### config.mk
export PLATFORM = sky130hd
export DESIGN_NAME = uart_tx_fifo
export DESIGN_NICKNAME = d
export VERILOG_FILES = /design/src/rtl/uart_tx_fifo.sv
export SDC_FILE = /design/constraint.sdc
export NUM_CORES = 1
export LEC_CHECK = 0
export ABC_AREA = 1
export CORE_MARGIN = 2
export CORE_UTILIZATION = 33
export CTS_CLUSTER_DIAMETER = 80
export DETAILED_ROUTE_END_ITERATION = 6
export PLACE_DENSITY = 0.5
export REMOVE_ABC_BUFFERS = 1
export SLEW_MARGIN = 0
export SYNTH_ARGS = -nofsm -noshare
export SYNTH_HDL_FRONTEND = slang
export SYNTH_SLANG_ARGS = --single-unit
### constraint.sdc
create_clock -name i_clk -period 2.5 [get_ports i_clk]
set_clock_uncertainty 0.15 [all_clocks]
set_input_delay 0.5 -clock i_clk [delete_from_list [all_inputs] [get_ports i_clk]]
set_output_delay 0.5 -clock i_clk [all_outputs]
set_load 0.01 [all_outputs]
### src/rtl/uart_tx_fifo.sv
// Transmit byte FIFO feeding the UART handshake: queues bytes and hands them
// over one at a time as TX_DI/TX_DRDY, waiting for TX_DONE between bytes.
//
// state     | meaning
// IDLE      | no byte in flight; pops the head entry as soon as one is queued
// SEND      | TX_DRDY pulse cycle
// WAIT_DONE | byte in flight, TX_DI held until the UART reports TX_DONE
module uart_tx_fifo #(
    parameter int DATA_BITS  = 8,
    parameter int DEPTH_LOG2 = 4
) (
    input  logic                 i_clk,
    input  logic                 i_rst,
    input  logic                 i_wr_en,
    input  logic [DATA_BITS-1:0] i_wr_di,
    input  logic                 i_flush,
    output logic                 o_full,
    output logic                 o_empty,
    output logic [DEPTH_LOG2:0]  o_count,
    output logic                 o_overflow,
    output logic [DATA_BITS-1:0] o_tx_di,
    output logic                 o_tx_drdy,
    input  logic                 i_tx_busy,
    input  logic                 i_tx_done
);
    localparam int DEPTH = 1 << DEPTH_LOG2;
    localparam logic [DEPTH_LOG2:0]   CNT_ONE  = (DEPTH_LOG2+1)'(1);
    localparam logic [DEPTH_LOG2:0]   CNT_FULL = (DEPTH_LOG2+1)'(DEPTH);
    localparam logic [DEPTH_LOG2-1:0] PTR_ONE  = DEPTH_LOG2'(1);

    typedef enum logic [1:0] {
        IDLE      = 2'd0,
        SEND      = 2'd1,
        WAIT_DONE = 2'd2
    } state_t;

    state_t                r_state;
    state_t                w_state_next;
    logic [DATA_BITS-1:0]  r_mem [DEPTH];
    logic [DEPTH_LOG2-1:0] r_wr_ptr;
    logic [DEPTH_LOG2-1:0] r_rd_ptr;
    logic [DEPTH_LOG2:0]   r_count;
    logic                  r_overflow;
    logic                  r_tx_drdy;
    logic [DATA_BITS-1:0]  r_tx_di;
    logic                  w_full;
    logic                  w_empty;
    logic                  w_push;
    logic                  w_load;
    logic                  w_unused;

    assign w_full  = (r_count == CNT_FULL);
    assign w_empty = (r_count == '0);
    assign w_push  = i_wr_en & ~i_flush & ~w_full;
    // Busy is status only; the sender paces itself purely on TX_DONE.
    assign w_unused = i_tx_busy;

    always_ff @(posedge i_clk or posedge i_rst) begin
        if (i_rst) begin
            r_wr_ptr   <= '0;
            r_rd_ptr   <= '0;
            r_count    <= '0;
            r_overflow <= 1'b0;
        end else if (i_flush) begin
            r_wr_ptr   <= '0;
            r_rd_ptr   <= '0;
            r_count    <= '0;
            r_overflow <= 1'b0;
        end else begin
            if (w_push)
                r_wr_ptr <= r_wr_ptr + PTR_ONE;
            if (w_load)
                r_rd_ptr <= r_rd_ptr + PTR_ONE;
            case ({w_push, w_load})
                2'b10:   r_count <= r_count + CNT_ONE;
                2'b01:   r_count <= r_count - CNT_ONE;
                default: r_count <= r_count;
            endcase
            // A pop in the same cycle does not rescue a write issued while full.
            r_overflow <= i_wr_en & w_full;
        end
    end

    always_ff @(posedge i_clk) begin
        if (w_push)
            r_mem[r_wr_ptr] <= i_wr_di;
    end

    always_ff @(posedge i_clk or posedge i_rst) begin
        if (i_rst)
            r_state <= IDLE;
        else
            r_state <= w_state_next;
    end

    always_comb begin
        w_state_next = r_state;
        case (r_state)
            IDLE:      if (w_load) w_state_next = SEND;
            SEND:      w_state_next = WAIT_DONE;
            WAIT_DONE: if (i_tx_done) w_state_next = IDLE;
            default:   w_state_next = IDLE;
        endcase
    end

    always_comb begin
        w_load = 1'b0;
        if (r_state == IDLE && !w_empty && !i_flush)
            w_load = 1'b1;
    end

    always_ff @(posedge i_clk or posedge i_rst) begin
        if (i_rst) begin
            r_tx_drdy <= 1'b0;
            r_tx_di   <= '0;
        end else begin
            r_tx_drdy <= w_load;
            if (w_load)
                r_tx_di <= r_mem[r_rd_ptr];
        end
    end

    assign o_full     = w_full;
    assign o_empty    = w_empty;
    assign o_count    = r_count;
    assign o_overflow = r_overflow;
    assign o_tx_di    = r_tx_di;
    assign o_tx_drdy  = r_tx_drdy;
endmodule
# Word level (Yosys, flattened, before mapping)

Memories as Yosys holds them, arrays and structs flattened. A register that Yosys moved wholly into a read port is not among the register bits.
Cells that the tools add are included.

Bits in writable memories: 128
Register bits after elaboration: 17
Logic and storage cells: 46
Memories: 1
Input bits: 14
Output and inout bits: 17

Multiplexer cells: 13
Bitwise operators: 5
Eq/ne operators: 7
Add/sub/neg operators: 4
Reduce and logical (&&, ||, !) cells: 10

Memories:

| name  | words | width | read ports | clocked after Yosys merged registers in | wr ports | line | text |
|---|---|---|---|---|---|---|---|
| r_mem | 16    | 8     | 1          | 1                                       | 1        | 39   | `logic [DATA_BITS-1:0] r_mem [DEPTH];` |

Operator list:

| operator              | count |
|---|---|
| $mux W4               | 4 |
| $pmux W5 S2           | 1 |
| $add A4 B1 Y4 const B | 2 |
| $pmux W2 S3           | 1 |
| $add A5 B1 Y5 const B | 1 |
| $eq A5 B5 Y1 const B  | 1 |
| $logic_not A5 Y1      | 1 |
| $mux W5               | 1 |
| $sub A5 B1 Y5 const B | 1 |
| $eq A2 B1 Y1 const B  | 2 |
| $eq A2 B2 Y1 const B  | 2 |
| $mux W1               | 4 |
| $mux W2               | 2 |
| $ne A2 B2 Y1 const B  | 2 |
| $reduce_bool A2 Y1    | 2 |
| $and A1 B1 Y1         | 3 |
| $reduce_bool A3 Y1    | 1 |
| $logic_and A1 B1 Y1   | 2 |
| $logic_not A1 Y1      | 2 |
| $logic_not A2 Y1      | 1 |
| $not A1 Y1            | 2 |
| $reduce_and A2 Y1     | 1 |

# Depth between registers and ports, before layout

Depth after elaboration: 8
Gate-level depth with buffers: 15
Mapped depth without buffers: 15

# Worst setup path before layout

OpenSTA, ideal clock, no wires.

Path kind: register to register
Start: reg r_count[0] (netlist: o_count[0])
End: reg r_count[4] (netlist: o_count[4])
Path buffers: 0
Data required time: 2,234 ps
Setup time: 116 ps
Clock period less this slack: 2,131 ps
Cell stages (with the launch flop): 15
Arrival: 1,865 ps
Setup slack: 369 ps
Path through: dfrtp_1 -> nor2_2 -> nand3_2 -> nand2_4 -> inv_2 -> nor2_4 -> ha_1 -> a21oi_1 -> nand3_1 -> nand2_1 -> inv_1 -> nand2_1 -> nand2_1 -> nand2_1 -> nand2_1

Word-level cells in the longest chain between the ends: 8
Elaborated cells between the ends (all ways): 15
Those cells by class: add/sub (2); eq/ne (3); mux (3); bitwise (2); reduce/logical (5)

RTL lines:

| item                                                | line | text |
|---|---|---|
| start, declared                                     | 42   | `logic [DEPTH_LOG2:0] r_count;` |
| start signal, assigned                              | 75   | `2'b10: r_count <= r_count + CNT_ONE;` |
| start signal, assigned                              | 76   | `2'b01: r_count <= r_count - CNT_ONE;` |
| start signal, assigned                              | 77   | `default: r_count <= r_count;` |
| $logic_not A5 Y1                                    | 53   | `assign w_empty = (r_count == '0);` |
| $logic_not A1 Y1                                    | 108  | `if (r_state == IDLE && !w_empty && !i_flush)` |
| $logic_and A1 B1 Y1 (2 in a row)                    | 108  |  |
| $mux W1                                             | 108  |  |
| $eq A2 B1 Y1 / $eq A2 B2 Y1 (equally long branches) | 74   | `case ({w_push, w_load})` |
| $pmux W5 S2                                         | 74   |  |
| $mux W5                                             | 64   | `end else if (i_flush) begin` |

Parallel ways exist; a longest one is shown, timed or not.
A chain may end at the register's enable or synchronous reset.

# Worst setup path after layout

Start: reg r_count[2] (netlist: o_count[2])
End: out o_empty

Word-level cells in the longest chain between the ends: 1

RTL lines:

| item             | line | text |
|---|---|---|
| $logic_not A5 Y1 | 53   |  |
| end, declared    | 18   | `output logic o_empty,` |

No other way between the ends.

==> out/metrics.yaml <==
power_and_ir_drop:
  combPwrFrac: 0.275
  power_leakage_uw: 0.00301
  power_density_nw_per_um2: 958
  p_sw_uw: 2480
  seqPwrFrac: 0.409
  p_sw_frac: 0.329
  internal-power_uw: 5080
  clkPwrFrac: 0.315
  irDropWorstVdd_mv: 0.467
die:
  start_util: 0.336
  die_h_um: 145
  row_count: 51
  die_x_um: 145
  die_area_um2: 20900
  core_um2: 19400
  ios: 31
sta:
  final_max_slew_viol_count: 0
  relSlewSlack: 0.566
  period_share: 0.959
  setup_viol: 0
  worst_pin_slew_ps: 648
  grt_setup_unrepaired: "no"
  finalCriticalPeriod_ps: 2400
  fmax_mhz: 417
  tns_ps: 0
  hold_violations: 0
cells_and_area:
  n_antenna_cell: 0
  seqCellArea_um2: 4470
  multi_input_area_um2: 1810
  final-instance-count-excl-fill: 936
  drive_gt1_frac: 0.146
  nFillCells: 1910
  layout.nets: 681
  syn_to_final_growth_pct: 21.1
grt:
  grt-ovfl-total: 0
  grt_use_total: 0.160
  grt_max_degree: 57
  grt_pass1_vias: 4234
  grt_pass1_wl_um: 23900
  antenna_found_initial: 0
clock_network:
  clockBufferDepth: 2
  cts_hold_buf: 0
  cts.clk_slew.worst_paths_ps: 60
  h-tree-depth: 4
  clkLatencyLatePin_ps: 420
  clock_sinks: 153
  cts_root_buf: "clkbuf_16"
  cts_buffers: 17
  cts_tree: "built"
logic_synthesis:
  synth_top_cell_area_share: 0.590
  syn_area_um2: 6520
  yosysTopAreaCell: "edfxtp_1"
  synth_edf_count: 128
  yosys.cell_types.count: 28
  synth-seq-area-share: 0.686
  syn_inst: 591
  syn_avg_cell_area_um2: 11.0
  netlist_top_cells_area: "edfxtp_1 59%, dfrtp_1 9.6%, nand2_1 7.3%"
  synth_seq_cells: 153
  yosys_warnings: 0
  async_flop_share: 0.163
  ys.flop_type: "edfxtp_1"
run:
  cap_violations: 0
route:
  drt_first_iter_violations: 345
  drcViolationCount: 0
  drt-total-wl_um: 15500
  vias: 4356
  postRouteAntennaNets: 0
  drt_first_pass_iters: 4
  wl_per_cell_um: 16.5
  via_per_inst: 4.65
placed_design:
  hpwlAfterDp_um: 9880
  dp.cells: 903
  io_buffer_count: 29
  gp_congestion: 0.847
critical_path:
  arrival_ps: 1750
  crit_start: "o_count[2]$_DFFE_PP0P_"
  path_max_fanout: 4
  worstPathRequired_ps: 1850
  setup.worst_path.class: "reg -> out"
  r2r-start: "o_count[4]$_DFFE_PP0P_"
  start_kind: "flop"
  critPathCaptureType: "output pin"
  reg2reg_setup_slack_ps: 290
run_status:
  status: "complete, no violations"
min_path:
  hold_class: "in -> async"
-- placed cells by master, fill, tap and decap left out --
master,Yosys,final
nand3b_1,1,1
dfrtp_2,0,3
xnor2_1,1,1
clkdlybuf4s50_1,0,29
nand2_1,126,126
nor2_1,118,118
fa_1,1,1
edfxtp_1,128,128
clkinv_1,2,4
o21ai_1,19,19
a21oi_1,5,5
nand2_4,3,3
o21ai_0,40,40
buf_4,7,44
ha_1,8,8
nand3_2,3,3
inv_2,5,5
nor3_1,3,3
inv_6,0,7
buf_12,0,1
xor2_1,1,1
inv_1,13,13
clkinv_8,0,2
clkbuf_16,0,17
o21a_1,1,1
nand3_1,53,53
dfrtp_1,25,22
nand2_2,4,4
clkinvlp_4,0,1
clkinv_4,0,3
nor2_4,4,5
-- what timing repair did --
action | in CTS | in global routing
setup endpoints to repair | 1 | 2
setup buffers | 0 | 1
pin swaps | 0 | 1
gates resized for setup | 1 | 2
-- per-layer routing --
layer	vias to the layer above	global-route usage	part of all wire
met5	-	0	0
met4	0	0.0756	0.026
met3	29	0.0338	0.034
met2	89	0.254	0.47
met1	2087	0.210	0.47
li1	2151	-	-
-- sequential cells by signal, summed over array words and instances, names as in the netlist --
register and flops:
r_mem 128, o_tx_di 8, o_count 5, r_rd_ptr 4, r_wr_ptr 4, r_state 2
o_overflow 1, o_tx_drdy 1
-- worst max-delay path, cell delays in order, from the launching register on --
cell             delay [ps]
dfrtp_1                 460
nor2_4                  130
nand3_2                 130
inv_1                    80
clkdlybuf4s50_1         520
-- kinds of logic (layout without fill, tap and decap cells) --
logic type,Yosys count,after routing,share of synthesized area
flip-flops,153,153,0.686
AO/OA/AOI/OAI,65,65,0.0503
AND/OR/NAND/NOR,316,316,0.206
XOR/XNOR,2,2,0.00269
adder cells (fa/ha/maj),9,9,0.0184
buffers and inverters,46,126,0.0367
-- through the flow --
step                      cell area, um^2  power (uW)  setup WS (ps)  hold slack (ps)   util
after floorplan                      6350        4310           -281              365      -
after global placement               7320        5190          -82.4              324  0.377
after detailed placement             7320        5220          -73.2              332  0.377
after CTS                            7880        7610           18.4              296  0.406
after global routing                 7900        8020           3.92              317  0.407
final                                7900        7560            103              293  0.407
-- synth_stat cells, types with 2 or more instances --
cell type,number
o21ai_1,19
nand2_2,4
inv_2,5
clkinv_1,2
o21ai_0,40
ha_1,8
clkbuf_1,5
nand3_1,53
nor3_1,3
nand2_1,126
buf_2,8
nor2_1,118
nor2_4,4
nand3_2,3
buf_6,4
inv_1,13
dfrtp_1,25
nand2_4,3
buf_1,2
edfxtp_1,128
buf_4,7
a21oi_1,5
-- power by group through the flow --
| stage | Sequential [uW] | Combinational, uW | Clock (uW) |
|---|---|---|---|
| 2_1_floorplan | 3250 | 1060 | 0 |
| 3_3_place_gp | 3140 | 2050 | 0 |
| 3_5_place_dp | 3150 | 2070 | 0 |
| 4_1_cts | 3100 | 2090 | 2430 |
| 5_1_grt | 3120 | 2360 | 2540 |
| 6_report | 3100 | 2080 | 2380 |
-- worst paths after layout --
| check | cells past startpoint | endpoint |
|---|---|---|
| setup reg to reg | 15 | o_count[4]$_DFFE_PP0P_ |
| setup / recovery | 4 | o_empty |
| min in group i_clk | 2 | o_tx_di[7]$_DFFE_PP0P_ |
| hold / removal | 3 | o_tx_di[1]$_DFFE_PP0P_ |
| hold reg to reg | 2 | o_tx_di[7]$_DFFE_PP0P_ |
| max in group asynchronous | 3 | o_count[0]$_DFFE_PP0P_ |
-- final cells by class --
cell class | count | area share
clock inverters | 15 | 0.0171
multi-input cells | 392 | 0.230
flip-flops and latches | 153 | 0.567
repair buffers | 74 | 0.0811
well taps | 265 | 0.0420
inverters | 20 | 0.00951
clock buffers | 17 | 0.0539
Power figures use the tool's default switching activity.
